**src/rtl/motor_stepper_driver_pkg.sv**
```systemverilog
// Shared definitions for the stepper driver: FSM state encoding, the
// full-step coil table and the command-active code.
package motor_stepper_driver_pkg;

    typedef enum logic [1:0] {
        ST_IDLE    = 2'd0,
        ST_RUN_POS = 2'd1,
        ST_RUN_NEG = 2'd2,
        ST_SETTLE  = 2'd3
    } state_e;

    // A command input only counts as asserted when it carries exactly this code.
    localparam logic [1:0] CMD_ACTIVE = 2'b01;

    // Full-step sequence; stepping forward walks up the table, backward walks down.
    localparam logic [3:0] PHASE_TABLE [4] = '{4'b1100, 4'b0110, 4'b0011, 4'b1001};

    function automatic logic [3:0] phase_of(input logic [1:0] idx);
        return PHASE_TABLE[idx];
    endfunction

endpackage

```
**src/rtl/motor_stepper_driver_if.sv**
```systemverilog
// Command/status bundle between an axis controller and one stepper driver.
interface motor_stepper_driver_if;
    logic [1:0]  cmd_pos;
    logic [1:0]  cmd_neg;
    logic [3:0]  phase;
    logic [15:0] angle;
    logic        moving;
    logic        at_limit;

    modport master (
        output cmd_pos,
        output cmd_neg,
        input  phase,
        input  angle,
        input  moving,
        input  at_limit
    );

    modport slave (
        input  cmd_pos,
        input  cmd_neg,
        output phase,
        output angle,
        output moving,
        output at_limit
    );
endinterface

```
**src/rtl/motor_stepper_driver_step_timer.sv**
```systemverilog
// Step-rate divider: counts 0..STEP_DIV-1 while enabled and pulses tc in
// the cycle whose clock edge issues a motor step.
module step_timer #(
    parameter int STEP_DIV = 50000
) (
    input  logic clk,
    input  logic rst_n,
    input  logic clr,
    input  logic en,
    output logic tc
);
    localparam int CW = (STEP_DIV > 1) ? $clog2(STEP_DIV) : 1;
    localparam logic [CW-1:0] LAST = CW'(STEP_DIV - 1);

    logic [CW-1:0] cnt;
    logic          at_end;

    assign at_end = (cnt == LAST);
    assign tc     = en & at_end;

    // Divider count; clear wins over enable, terminal count rolls back to zero.
    always_ff @(posedge clk or negedge rst_n) begin
        if (!rst_n) begin
            cnt <= '0;
        end else if (clr) begin
            cnt <= '0;
        end else if (en) begin
            cnt <= at_end ? '0 : cnt + 1'b1;
        end
    end
endmodule

```
**src/rtl/motor_stepper_driver.sv**
```systemverilog
// Single-axis full-step stepper driver with angle tracking. Instantiate one
// per axis (theta, phi). All outputs are registered; commands only steer
// the FSM.
module motor_stepper_driver
    import motor_stepper_driver_pkg::*;
#(
    parameter int STEP_DIV      = 50000,
    parameter int STEPS_PER_DEG = 2,
    parameter int WRAP          = 1,
    parameter int ANGLE_MAX     = 180,
    parameter int INIT_ANGLE    = 0,
    parameter int SETTLE_CYC    = 1000,
    parameter int HOLD_EN       = 1
) (
    input logic                    clk,
    input logic                    rst_n,
    motor_stepper_driver_if.slave  bus
);
    localparam int SUB_W = (STEPS_PER_DEG > 1) ? $clog2(STEPS_PER_DEG) : 1;
    localparam int SET_W = (SETTLE_CYC > 1) ? $clog2(SETTLE_CYC) : 1;
    localparam logic [15:0]      INIT_A   = 16'(INIT_ANGLE);
    localparam logic [15:0]      MAX_A    = 16'(ANGLE_MAX);
    localparam logic [SUB_W-1:0] SUB_LAST = SUB_W'(STEPS_PER_DEG - 1);
    localparam logic [SET_W-1:0] SET_LAST = SET_W'(SETTLE_CYC - 1);

    state_e           state;
    logic [SET_W-1:0] settle_cnt;
    logic [SUB_W-1:0] sub_cnt;
    logic [1:0]       idx;
    logic             dir_neg;
    logic [3:0]       phase_r;
    logic [15:0]      angle_r;
    logic             moving_r;
    logic             at_limit_r;

    logic       pos_req, neg_req, pos_ok, neg_ok;
    logic       at_max, at_min;
    logic       running, step_tc;
    logic [1:0] idx_inc, idx_dec;

    function automatic logic [15:0] angle_up(input logic [15:0] a);
        if (WRAP != 0) return (a >= 16'd359) ? 16'd0 : a + 16'd1;
        else           return (a >= MAX_A) ? MAX_A : a + 16'd1;
    endfunction

    function automatic logic [15:0] angle_dn(input logic [15:0] a);
        if (WRAP != 0) return (a == 16'd0) ? 16'd359 : a - 16'd1;
        else           return (a == 16'd0) ? 16'd0 : a - 16'd1;
    endfunction

    function automatic logic limit_of(input logic [15:0] a);
        return (WRAP == 0) && ((a == 16'd0) || (a == MAX_A));
    endfunction

    function automatic logic [3:0] idle_phase(input logic [1:0] i);
        return (HOLD_EN != 0) ? phase_of(i) : 4'b0000;
    endfunction

    // Both commands active, or any code other than 01, means no request.
    assign pos_req = (bus.cmd_pos == CMD_ACTIVE) && (bus.cmd_neg != CMD_ACTIVE);
    assign neg_req = (bus.cmd_neg == CMD_ACTIVE) && (bus.cmd_pos != CMD_ACTIVE);
    assign at_max  = (WRAP == 0) && (angle_r == MAX_A);
    assign at_min  = (WRAP == 0) && (angle_r == 16'd0);
    assign pos_ok  = pos_req && !at_max;
    assign neg_ok  = neg_req && !at_min;
    assign running = (state == ST_RUN_POS) || (state == ST_RUN_NEG);
    assign idx_inc = idx + 2'd1;
    assign idx_dec = idx - 2'd1;

    // Timer is held at zero outside RUN, so every RUN entry starts a fresh
    // full step period and a partial step is dropped when RUN is left.
    step_timer #(.STEP_DIV(STEP_DIV)) u_step_timer (
        .clk   (clk),
        .rst_n (rst_n),
        .clr   (!running),
        .en    (running),
        .tc    (step_tc)
    );

    // Driver FSM with registered phase/angle/status outputs.
    always_ff @(posedge clk or negedge rst_n) begin
        if (!rst_n) begin
            state      <= ST_IDLE;
            settle_cnt <= '0;
            sub_cnt    <= '0;
            idx        <= 2'd0;
            dir_neg    <= 1'b0;
            phase_r    <= 4'b0000;
            angle_r    <= INIT_A;
            moving_r   <= 1'b0;
            at_limit_r <= limit_of(INIT_A);
        end else begin
            case (state)
                ST_IDLE: begin
                    if (pos_ok) begin
                        state    <= ST_RUN_POS;
                        moving_r <= 1'b1;
                        phase_r  <= phase_of(idx);
                        if (dir_neg) begin
                            dir_neg <= 1'b0;
                            sub_cnt <= '0;
                        end
                    end else if (neg_ok) begin
                        state    <= ST_RUN_NEG;
                        moving_r <= 1'b1;
                        phase_r  <= phase_of(idx);
                        if (!dir_neg) begin
                            dir_neg <= 1'b1;
                            sub_cnt <= '0;
                        end
                    end else begin
                        phase_r <= idle_phase(idx);
                    end
                end

                ST_RUN_POS: begin
                    if (neg_req) begin
                        state      <= ST_SETTLE;
                        settle_cnt <= '0;
                        moving_r   <= 1'b0;
                    end else if (!pos_req || at_max) begin
                        state    <= ST_IDLE;
                        moving_r <= 1'b0;
                        phase_r  <= idle_phase(idx);
                    end else if (step_tc) begin
                        idx     <= idx_inc;
                        phase_r <= phase_of(idx_inc);
                        if (sub_cnt == SUB_LAST) begin
                            sub_cnt    <= '0;
                            angle_r    <= angle_up(angle_r);
                            at_limit_r <= limit_of(angle_up(angle_r));
                        end else begin
                            sub_cnt <= sub_cnt + 1'b1;
                        end
                    end
                end

                ST_RUN_NEG: begin
                    if (pos_req) begin
                        state      <= ST_SETTLE;
                        settle_cnt <= '0;
                        moving_r   <= 1'b0;
                    end else if (!neg_req || at_min) begin
                        state    <= ST_IDLE;
                        moving_r <= 1'b0;
                        phase_r  <= idle_phase(idx);
                    end else if (step_tc) begin
                        idx     <= idx_dec;
                        phase_r <= phase_of(idx_dec);
                        if (sub_cnt == SUB_LAST) begin
                            sub_cnt    <= '0;
                            angle_r    <= angle_dn(angle_r);
                            at_limit_r <= limit_of(angle_dn(angle_r));
                        end else begin
                            sub_cnt <= sub_cnt + 1'b1;
                        end
                    end
                end

                ST_SETTLE: begin
                    if (settle_cnt == SET_LAST) begin
                        if (pos_ok) begin
                            state    <= ST_RUN_POS;
                            moving_r <= 1'b1;
                            if (dir_neg) begin
                                dir_neg <= 1'b0;
                                sub_cnt <= '0;
                            end
                        end else if (neg_ok) begin
                            state    <= ST_RUN_NEG;
                            moving_r <= 1'b1;
                            if (!dir_neg) begin
                                dir_neg <= 1'b1;
                                sub_cnt <= '0;
                            end
                        end else begin
                            state   <= ST_IDLE;
                            phase_r <= idle_phase(idx);
                        end
                    end else begin
                        settle_cnt <= settle_cnt + 1'b1;
                    end
                end

                default: state <= ST_IDLE;
            endcase
        end
    end

    assign bus.phase    = phase_r;
    assign bus.angle    = angle_r;
    assign bus.moving   = moving_r;
    assign bus.at_limit = at_limit_r;

endmodule

```
**src/flat_wrapper.sv**
```systemverilog
// flat-port wrapper written by rule: the top's interface ports become plain ports
module motor_stepper_driver_flat import motor_stepper_driver_pkg::*;
#(
    parameter int STEP_DIV      = 50000,
    parameter int STEPS_PER_DEG = 2,
    parameter int WRAP          = 1,
    parameter int ANGLE_MAX     = 180,
    parameter int INIT_ANGLE    = 0,
    parameter int SETTLE_CYC    = 1000,
    parameter int HOLD_EN       = 1
)
  (clk, rst_n, bus_cmd_pos, bus_cmd_neg, bus_phase, bus_angle, bus_moving, bus_at_limit);
  motor_stepper_driver_if bus_i ();
  input logic clk;
  input logic rst_n;
  input wire logic [$bits(bus_i.cmd_pos)-1:0] bus_cmd_pos;
  input wire logic [$bits(bus_i.cmd_neg)-1:0] bus_cmd_neg;
  output wire logic [$bits(bus_i.phase)-1:0] bus_phase;
  output wire logic [$bits(bus_i.angle)-1:0] bus_angle;
  output wire logic [$bits(bus_i.moving)-1:0] bus_moving;
  output wire logic [$bits(bus_i.at_limit)-1:0] bus_at_limit;
  assign bus_i.cmd_pos = bus_cmd_pos;
  assign bus_i.cmd_neg = bus_cmd_neg;
  assign bus_phase = bus_i.phase;
  assign bus_angle = bus_i.angle;
  assign bus_moving = bus_i.moving;
  assign bus_at_limit = bus_i.at_limit;
  motor_stepper_driver #(.STEP_DIV(STEP_DIV), .STEPS_PER_DEG(STEPS_PER_DEG), .WRAP(WRAP), .ANGLE_MAX(ANGLE_MAX), .INIT_ANGLE(INIT_ANGLE), .SETTLE_CYC(SETTLE_CYC), .HOLD_EN(HOLD_EN)) u_core (.clk(clk), .rst_n(rst_n), .bus(bus_i));
endmodule
```
**config.mk**
```make
export PLATFORM = sky130hd
export DESIGN_NAME = motor_stepper_driver_flat
export DESIGN_NICKNAME = d
export VERILOG_FILES = /design/src/rtl/motor_stepper_driver_pkg.sv /design/src/rtl/motor_stepper_driver_if.sv /design/src/rtl/motor_stepper_driver_step_timer.sv /design/src/rtl/motor_stepper_driver.sv /design/src/flat_wrapper.sv
export SDC_FILE = /design/constraint.sdc
export NUM_CORES = 1
export LEC_CHECK = 0
export ABC_AREA = 1
export CAP_MARGIN = 25
export CORE_MARGIN = 4
export CORE_UTILIZATION = 45
export CTS_BUF_LIST = sky130_fd_sc_hd__clkbuf_8
export DETAILED_ROUTE_END_ITERATION = 12
export HOLD_SLACK_MARGIN = 0.12
export PLACE_DENSITY = 0.68
export SYNTH_ARGS = -nofsm -noshare
export SYNTH_HDL_FRONTEND = slang
export SYNTH_SLANG_ARGS = --single-unit
```
**constraint.sdc**
```tcl
create_clock -name clk -period 3.3 [get_ports clk]
set_clock_uncertainty 0.1 [all_clocks]
set_input_delay 0.825 -clock clk [delete_from_list [all_inputs] [get_ports clk]]
set_output_delay 0.825 -clock clk [all_outputs]
set_load 0.01 [all_outputs]
```
==> results of run 1 <==
-- final timing paths --
kind / to / slack [ps] / depth (start not counted)
setup / recovery: u_core.bus.phase[0] / 780 / 9
hold / removal: u_core.settle_cnt[3] / 320 / 1
setup reg to reg: u_core.bus.phase[0] / 780 / 9
hold reg to reg: u_core.u_step_timer.cnt[0] / 370 / 1
max in group asynchronous: u_core.bus.angle[1] / 2270 / 2
min in group clk: u_core.u_step_timer.cnt[0] / 370 / 1
-- flip-flops by register name (all words and copies together), names as in the netlist --
name	cells
u_core.u_step_timer.cnt	16
u_core.state	2
u_core.sub_cnt	1
u_core.idx	2
u_core.bus.phase	4
u_core.dir_neg	1
u_core.bus.moving	1
u_core.settle_cnt	10
u_core.bus.angle	16
-- critical path, delay by kind of cell (launching register included) --
kind	cells	cell delay, ps
AOI/OAI and AO/OA	1	390
DFF	1	430
adders and majority gates	1	590
buffers and inverters	2	540
and+or+nand+nor	5	380
-- stage by stage --
stage / utilization (%) / setup WS (ps)
floorplan: - / 1370
global placement: 49.9 / 697
detailed placement: 49.9 / 651
CTS: 51.4 / 835
global route: 51.6 / 514
finish: 51.6 / 781
-- per-layer routing --
layer	up-vias	share of wire, %
met4	0	1.6
met1	1710	45
met3	17	3.9
met2	87	50
met5	-	0
li1	1911	-
-- synth_stat cells --
| library cell | count |
|---|---|
| o21ai_0 | 34 |
| nand2_2 | 3 |
| ha_1 | 9 |
| buf_6 | 3 |
| buf_4 | 1 |
| a21oi_1 | 8 |
| dfrtp_1 | 53 |
| nand2_4 | 4 |
| o21bai_1 | 1 |
| buf_2 | 9 |
| inv_1 | 66 |
| nor2_4 | 5 |
| o31ai_1 | 1 |
| nor2_2 | 1 |
| inv_2 | 3 |
| o21ai_1 | 8 |
| nor3_1 | 7 |
| nand3b_1 | 1 |
| and2_1 | 1 |
| a21oi_2 | 1 |
| xnor2_1 | 1 |
| a211oi_1 | 2 |
| xor2_1 | 10 |
| nand2_1 | 211 |
| clkbuf_1 | 4 |
| nand3_1 | 59 |
| nand4_1 | 13 |
| clkbuf_2 | 1 |
| conb_1 | 1 |
| nor2_1 | 77 |
-- power groups by stage --
stage	registers, mW	clock network, mW	logic, mW
final	1.08	0.477	2.55
after global routing	1.12	0.518	2.96
after CTS	1.08	0.486	2.56
after detailed placement	1.09	0	2.55
after global placement	1.09	0	2.50
after floorplan	1.04	0	1.92
-- cells by family after synthesis --
family	synth area share, %
xor+xnor	2.52
compound gates	7.55
other cells	0.0980
buf+inv	9.55
fa+ha+maj	2.94
flops	34.7
simple gates	42.7
-- layout make-up --
| class | count | area, um^2 |
|---|---|---|
| Multi-Input combinational cell | 458 | 2130 |
| Sequential cell | 53 | 1330 |
| Clock inverter | 2 | 37.5 |
| Clock buffer | 6 | 82.6 |
| Tap cell | 105 | 131 |
| Inverter | 69 | 259 |
| Fill cell | 868 | 4000 |
| Timing Repair Buffer | 29 | 290 |
==> metrics.md, run 1 <==
| Metric | Value |
|---|---|
| Clock Tree Buf Depth | `2` |
| CP max stage cell | `ha_1` |
| I/O pins | `28` |
| RSZ-0062 raised after global routing | `no` |
| Worst-Margin Slew | `666 ps` |
| Drt via density | `5.16` |
| Met2 usage | `34.1%` |
| Max Cap Violations | `0` |
| Crit path from | `u_core.state[0]` |
| Total GRT Usage | `19.0%` |
| Die ar. | `10000 um^2` |
| Gpl congestion | `0.849` |
| Critical Path RT | `between 3000 and 4000 ps` |
| Max_slew headroom | `55.6%` |
| Critical path's most frequent cell | `nand2_1` |
| Net Switching | `around 2.1 mW` |
| Synth area leaders | `dfrtp_1, nand2_1, nand3_1` |
| Arr. time, crit path | `2630 ps` |
| Drt drc | `0` |
| Die H | `roughly 100 um` |
| Largest net degree at the start of global routing | `44` |
| Nets | `631` |
| Initial Utilization | `a little under half` |
| Layout cells sized above 1 | `4.70%` |
| P_int | `1.98 mW` |
| Maximum fanout along the worst path | `15` |
| DP Area | `4120 um^2` |
| Post CTS Setup Buffer Count | `0` |
| H-tree levels | `2` |
| Largest area contributor in the netlist | `dfrtp_1` |
| Slew Viols, Final | `0` |
| DP HPWL | `6670 um` |
| Status | `completed` |
| Finished Layout Cells | `around 720` |
| Combinational power share | `62.1%` |
| Total power | `4.11 mW` |
| CP cell instances | `inv_1 -> ha_1 -> inv_1 -> o21ai_0 -> nand2_1 -> nand2_1 -> nor2_1 -> nand2_1 -> nand2_1` |
| Vias | `3725` |
| Fmax | `397 MHz` |
| Clock share of power | `11.6%` |
| Most common cell after layout, fill and taps aside | `nand2_1` |
| TritonCTS clock tree | `yes` |
| Slowest stage delay, CP | `a little under 600 ps` |
| Routed WL | `8930 um` |
| CTS root buf | `clkbuf_8` |
| Pre-antenna DRT Iters | `5` |
| Vias in the first global route | `approximately 3600` |
| Synthesized area | `about 3800 um^2` |
| DR WL/cell | `12.4 um` |
| PD cells | `between 900 and 1000 nW/um^2` |
| Post-synth top area share | `between 30% and 40%` |
| Die Width | `100 um` |
| Switching Fraction | `51.9%` |
| Post-Synthesis Cells | `598` |
| Ratio of final minimum period to clock period | `between 70 and 80%` |
| Row count | `33` |
| CTS Buf Count | `5` |
| Crit Path Category | `flip-flop to flip-flop` |
| Synth Net Count | `613` |
| Worst IR Drop VDD | `0.747 mV` |
| Synth cell types | `30` |
| Synth-to-Final Area Change | `11.4%` |
| Syn Area/Cell | `6.40 um^2` |
| Hold Slack | `approximately 320 ps` |
| Core Box Area | `8260 um^2` |
| First-pass GRT wire length | `around 16000 um` |
| # diodes | `0` |
| Post-synthesis sequential area ratio | `about a third` |
| Hold Vio Cnt, Final | `0` |
| Worst-path clk slew | `100 ps` |
| # setup viols final | `0` |
| Worst setup SP type | `flip-flop` |
| Busiest grt layer | `met2` |
| Period minus WS final | `approximately 2500 ps` |
| CP Capture Type | `flip-flop` |
| Met1 global-route usage | `23.7%` |
| # resized after CTS | `0` |
| # port buffers | `26` |
| Worst Hold Class | `input port to async pin` |
| Yosys reg bits | `53` |
| Hold buffers post-CTS | `0` |
| Most frequent cells in the layout | `nand2_1, nor2_1, inv_1, nand3_1, dfrtp_1` |
| Met3 global-route usage | `about 2.6%` |
| GR Overflow Total | `0` |
| Skew-Pair Late Insertion Delay | `310 ps` |
| Post-DRT Antenna Nets | `0` |
| Fin area | `4260 um^2` |
| Synth warnings | `0` |
| Worst R2R Start | `u_core.state[0]` |
| CTS sink count | `53` |
| Placed cell count | `713` |
| Setup TNS | `0 ps` |
| Sequential power share | `26.3%` |
| Initial antenna violation count | `0` |
| Leakage power | `2.12 nW` |
| Initial drt markers | `185` |
Note: power is estimated with default switching activity, not from simulation.
==> inputs of run 2 (changes only) <==
- PLACE_DENSITY: 0.68 -> 0.7
- clock period: 3.3 -> 2.3 ns (I/O delays scaled with it)
==> run 2 against run 1 <==
  * Power grew 45%
  * Die area is the same
  * Cell count grew 1.4%
  * Global-route usage shrank 0.27 points
  * Design area grew 1.8%
  * Sequential share of layout area shrank 0.54 points
  * Core utilization grew 0.91 points
  * Critical path depth shrank 8
  * First-iteration DRC count shrank 26%
  * Non-clock buffer count grew 10
==> metrics.md, run 2 (synthesis results as in run 1) <==
| Metric | Value |
|---|---|
| Pre-antenna DRT Iters | `5 (unchanged)` |
| GR Overflow Total | `0 (unchanged)` |
| Status | `completed` |
| # setup viols final | `0 (unchanged)` |
| Synth-to-Final Area Change | `13.3%` |
| Total GRT Usage | `18.7% (-0.27 points)` |
| Routed WL | `9080 um (+1.7%)` |
| CP max stage cell | `clkdlybuf4s50_1` |
| Hold Slack | `132 ps (-188 ps)` |
| Initial antenna violation count | `0 (unchanged)` |
| Vias in the first global route | `3454 (-5.2%)` |
| Fmax | `461 MHz` |
| Worst-path clk slew | `110 ps (about the same)` |
| Gpl congestion | `0.909 (+7.1%)` |
| Initial Utilization | `46.3% (unchanged)` |
| Setup TNS | `0 ps (unchanged)` |
| H-tree levels | `2 (unchanged)` |
| Die H | `100 um (unchanged)` |
| Max Cap Violations | `0 (unchanged)` |
| PD cells | `1380 nW/um^2 (+43%)` |
| Nets | `641 (+1.6%)` |
| CTS sink count | `53 (unchanged)` |
| DP HPWL | `6680 um (+0.13%)` |
| Fin area | `4340 um^2 (+1.8%)` |
| Multi-input gate area | `2130 um^2 (unchanged)` |
| Placed cell count | `724 (+1.5%)` |
| Post-DRT Antenna Nets | `0 (unchanged)` |
| CTS root buf | `clkbuf_8` |
| Arr. time, crit path | `1490 ps (-1140 ps)` |
| Worst setup SP type | `flip-flop` |
| First-pass GRT wire length | `15700 um (-1.7%)` |
| Most frequent cells in the layout | `nand2_1, nor2_1, inv_1, nand3_1, dfrtp_1` |
| Drt via density | `5.03 (-2.4%)` |
| I/O pins | `28 (unchanged)` |
| Reg area | `1330 um^2 (unchanged)` |
| Clock Tree Buf Depth | `2 (unchanged)` |
| Die ar. | `10000 um^2 (unchanged)` |
| CP Capture Type | `output pin` |
| # resized after CTS | `0 (unchanged)` |
| Initial drt markers | `137 (-26%)` |
| Hold buffers post-CTS | `0 (unchanged)` |
| Worst IR Drop VDD | `0.751 mV (+0.54%)` |
| DR WL/cell | `12.4 um (+0.30%)` |
| # diodes | `0 (unchanged)` |
| Post CTS Setup Buffer Count | `0 (unchanged)` |
| Finished Layout Cells | `732 (+1.4%)` |
| Buf/Inv on CP | `1 (-1)` |
| Slew Viols, Final | `0 (unchanged)` |
| Vias | `3685 (-1.1%)` |
| Period minus WS final | `about 2200 ps` |
| Core Box Area | `8260 um^2 (unchanged)` |
| Crit Path Category | `flip-flop to output pin` |
| Fillers | `847 (-2.4%)` |
| Row count | `33 (unchanged)` |
| Hold Vio Cnt, Final | `0 (unchanged)` |
| Worst Hold Class | `input port to async pin` |
| Most common cell after layout, fill and taps aside | `nand2_1` |
| TritonCTS clock tree | `yes` |
| CTS Buf Count | `5 (unchanged)` |
| Critical path's top delay family | `buffers and inverters` |
| Maximum fanout along the worst path | `10 (-5)` |
| Ratio of final minimum period to clock period | `94.3%` |
| Critical Path RT | `1620 ps (-1790 ps)` |
| Layout cells sized above 1 | `6.22% (+1.5 points)` |
| Total power | `5.98 mW (+45%)` |
| RSZ-0062 raised after global routing | `no` |
| # port buffers | `26 (unchanged)` |
| DP Area | `4240 um^2 (+2.9%)` |
| Largest net degree at the start of global routing | `54 (+23%)` |
| Leakage power | `2.17 nW (+2.1%)` |
| Skew-Pair Late Insertion Delay | `320 ps (about the same)` |
| Slowest stage delay, CP | `610 ps (+20 ps)` |
| Drt drc | `0 (unchanged)` |
| Die Width | `100 um (unchanged)` |
| CP cell instances | `clkdlybuf4s50_1` |
run 2: cell types whose count changed in the layout (fill, tap and decap cells not counted), sizes merged:
cell,before,now
clkinvlp,1,2
clkbuf,6,5
bufinv,1,0
inv,69,70
buf,4,14
run 2: worst paths after layout:
path / from / to / slack (ps) / cells past startpoint
max: u_core.bus.angle[7] / bus_angle[7] / 130 / 1
min in group clk: u_core.u_step_timer.cnt[0] / u_core.u_step_timer.cnt[0] / 360 / 1
min: rst_n / u_core.bus.phase[1] / 130 / 2
max reg2reg: u_core.state[0] / u_core.state[0] / 300 / 8
max in group asynchronous: rst_n / u_core.bus.angle[15] / 1720 / 2
min reg2reg: u_core.u_step_timer.cnt[0] / u_core.u_step_timer.cnt[0] / 360 / 1
run 2: through the flow:
step | setup slack (ps) | utilization (%)
after detailed placement | -94.4 | 51.4
after CTS | 110 | 52.5
after floorplan | 610 | -
after global routing | 44.3 | 52.5
final | 131 | 52.5
after global placement | -37.9 | 51.4
run 2: final cells by class:
| cell class | instances | share of cell area [%] |
|---|---|---|
| clock inverters | 3 | 0.606 |
| flip-flops and latches | 53 | 30.6 |
| inverters | 69 | 5.97 |
| repair buffers | 39 | 9.00 |
| multi-input cells | 458 | 49.2 |
| clock buffers | 5 | 1.59 |
| well taps | 105 | 3.03 |
run 2: metal layers:
layer | up-vias | GRT usage, % | share of wire [%]
met3 | 2 | 2.78 | 4.9
met5 | - | 0 | 0
li1 | 1929 | - | -
met1 | 1664 | 25.4 | 46
met2 | 90 | 32.0 | 49
met4 | 0 | 3.73 | 0.20
run 2: worst register-to-register path: stages (launching register included):
cell     delay, ps
dfrtp_1        420
inv_1           80
ha_1           320
inv_1          200
o21ai_0        160
nor2_1         300
nand2_1        110
nand2_1         70
o21ai_0        110
run 2: where the power goes:
| part | internal (mW) | switching, mW | total [mW] |
|---|---|---|---|
| logic | 1.44 | 2.42 | 3.85 |
| registers | 1.19 | 0.361 | 1.55 |
| clock network | 0.223 | 0.355 | 0.577 |
==> inputs of run 3 (changes only) <==
- CORE_UTILIZATION: 45 -> 55
- PLACE_DENSITY: 0.7 -> 0.83
==> run 3 against run 2 <==
  * Worst hold slack gained 260 ps
  * Combinational power grew 2%
  * First-iteration DRC count grew 110%
  * Power grew 0.59%
  * Global-route usage grew 4.1 points
  * Clock-buffer cell count is the same
  * Core utilization grew 12 points
  * Sequential power is essentially flat
  * Setup slack gained 38 ps
  * Critical endpoint unchanged
  * Non-clock buffer count grew 5
  * Sequential share of layout area shrank 0.29 points
  * Routed wire length shrank 0.44%
==> metrics.md, run 3 (synthesis results as in run 1) <==
| Metric | Value |
|---|---|
| Status | `completed` |
| Vias in the first global route | `3736 (+8.2%)` |
| Setup TNS | `0 ps (unchanged)` |
| CP Capture Type | `output pin` |
| Worst R2R Start | `u_core.state[0]` |
| Skew-Pair Late Insertion Delay | `320 ps (about the same)` |
| Worst IR Drop VDD | `0.910 mV (+21%)` |
| PD cells | `1370 nW/um^2 (-0.36%)` |
| TritonCTS clock tree | `yes` |
| Worst Hold Class | `flip-flop to flip-flop` |
| Post-DRT Antenna Nets | `0 (unchanged)` |
| Critical path's top delay family | `buffers and inverters` |
| Total GRT Usage | `22.8% (+4.1 points)` |
| Die ar. | `8350 um^2 (-17%)` |
| # setup viols final | `0 (unchanged)` |
| Largest net degree at the start of global routing | `36 (-33%)` |
| Maximum fanout along the worst path | `10 (unchanged)` |
| Crit Path Category | `flip-flop to output pin` |
| GR Overflow Total | `0 (unchanged)` |
| Routed WL | `9040 um (-0.44%)` |
| Most common cell after layout, fill and taps aside | `nand2_1` |
| Drt drc | `0 (unchanged)` |
| Clock Tree Buf Depth | `2 (unchanged)` |
| Slew Viols, Final | `0 (unchanged)` |
| DP HPWL | `6700 um (+0.40%)` |
| Worst setup SP type | `flip-flop` |
| Hold buffers post-CTS | `1 (+1)` |
| Period minus WS final | `2130 ps (-38.0 ps)` |
| Slowest stage delay, CP | `600 ps (about the same)` |
| CTS sink count | `53 (unchanged)` |
| Core Box Area | `6790 um^2 (-18%)` |
| Row count | `30 (-9.1%)` |
| R2r setup slk | `290 ps (about the same)` |
| Gpl congestion | `0.950 (+4.6%)` |
| Worst path depth | `1 (unchanged)` |
| Drt via density | `5.31 (+5.5%)` |
| Die H | `91.4 um (-8.8%)` |
| # resized after CTS | `0 (unchanged)` |
| Nets | `646 (+0.78%)` |
| Initial drt markers | `289 (+110%)` |
| Max Cap Violations | `0 (unchanged)` |
| First-pass GRT wire length | `16000 um (+2.1%)` |
| H-tree levels | `2 (unchanged)` |
| Hold_sp | `u_core.bus.phase[0]` |
| Post CTS Setup Buffer Count | `0 (unchanged)` |
| Layout cells sized above 1 | `6.80% (+0.58 points)` |
| Buf/Inv on CP | `1 (unchanged)` |
| CTS root buf | `clkbuf_8` |
| Most frequent cells in the layout | `nand2_1, nor2_1, inv_1, nand3_1, dfrtp_1` |
| Die Width | `91.4 um (-8.8%)` |
| Arr. time, crit path | `1460 ps (-30 ps)` |
| Initial Utilization | `56.3% (+10 points)` |
| Vias | `3865 (+4.9%)` |
| Hold Vio Cnt, Final | `0 (unchanged)` |
| DR WL/cell | `12.4 um (+0.11%)` |
| Crit path from | `u_core.bus.angle[7]` |
| FF-to-FF End | `u_core.bus.phase[3]` |
| RSZ-0062 raised after global routing | `no` |
| Pre-antenna DRT Iters | `5 (unchanged)` |
| Critical Path RT | `1620 ps (about the same)` |
| CP cell instances | `clkdlybuf4s50_1` |
| CP max stage cell | `clkdlybuf4s50_1` |
| CP endpoint | `bus_angle[7]` |
| Worst-path clk slew | `110 ps (about the same)` |
| Synth-to-Final Area Change | `14.4%` |
| Ratio of final minimum period to clock period | `92.7% (-1.7 points)` |
| R2R cell count | `11 (+3)` |
| Leakage power | `2.20 nW (+1.5%)` |
| Initial antenna violation count | `0 (unchanged)` |
| Worst Hold Path Cells | `2` |
| I/O pins | `28 (unchanged)` |
| Hold Slack | `393 ps (+261 ps)` |
| # port buffers | `26 (unchanged)` |
| Fmax | `469 MHz (+1.8%)` |
| CTS Buf Count | `5 (unchanged)` |
| # diodes | `0 (unchanged)` |
run 3: cell count changes in the layout (fill, tap and decap cells not counted), sizes merged:
| cell | before | now |
|---|---|---|
| dlygate4sd3 | 0 | 1 |
| buf | 14 | 18 |
| clkinv | 0 | 2 |
| clkinvlp | 2 | 0 |
run 3: where the power goes:
part	total [mW]	leakage [nW]	switching, mW	internal [mW]
clock network	0.558	0.0487	0.336	0.223
logic	3.91	1.44	2.43	1.49
registers	1.55	0.713	0.356	1.19
total	6.02	2.20	3.12	2.90
run 3: layout make-up:
| class | count | area (um^2) |
|---|---|---|
| multi-input cells | 458 | 2130 |
| fillers | 619 | 2420 |
| repair buffers | 44 | 443 |
| well taps | 96 | 120 |
| clock inverters | 3 | 26.3 |
| inverters | 69 | 259 |
| clock buffers | 5 | 68.8 |
| flip-flops and latches | 53 | 1330 |
run 3: routing by layer:
| layer | track usage [%] | share of wire (%) | vias up |
|---|---|---|---|
| met2 | 40.9 | 51 | 114 |
| met1 | 27.1 | 43 | 1778 |
| met5 | 0 | 0 | - |
| met4 | 9.17 | 2.2 | 0 |
| met3 | 3.40 | 4.2 | 26 |
| li1 | - | - | 1947 |
run 3: tightest hold or removal path: cells and delay by family (launching register included):
kind          cells  cell delay [ps]
flops             1              360
simple gates      2              100
run 3: how the worst min path moves through the flow:
stage,to,slack [ps]
6_report,u_core.bus.phase[0],390
5_1_grt,u_core.u_step_timer.cnt[0],420
4_1_cts,u_core.bus.phase[1],390
3_5_place_dp,u_core.u_step_timer.cnt[0],350
3_3_place_gp,u_core.u_step_timer.cnt[0],350
2_1_floorplan,u_core.bus.angle[0],180
run 3: per-stage QoR:
stage | std cells | total power [mW] | instance area, um^2 | worst slack (ps) | util, %
final | 728 | 6.02 | 4380 | 169 | 64.4
after global routing | 728 | 6.65 | 4380 | 60.0 | 64.4
after CTS | 728 | 6.00 | 4380 | 155 | 64.4
after detailed placement | 719 | 5.42 | 4270 | -39.7 | 62.9
after global placement | 719 | 5.32 | 4270 | 13.4 | 62.9
after floorplan | 598 | 4.24 | 3830 | 610 | -
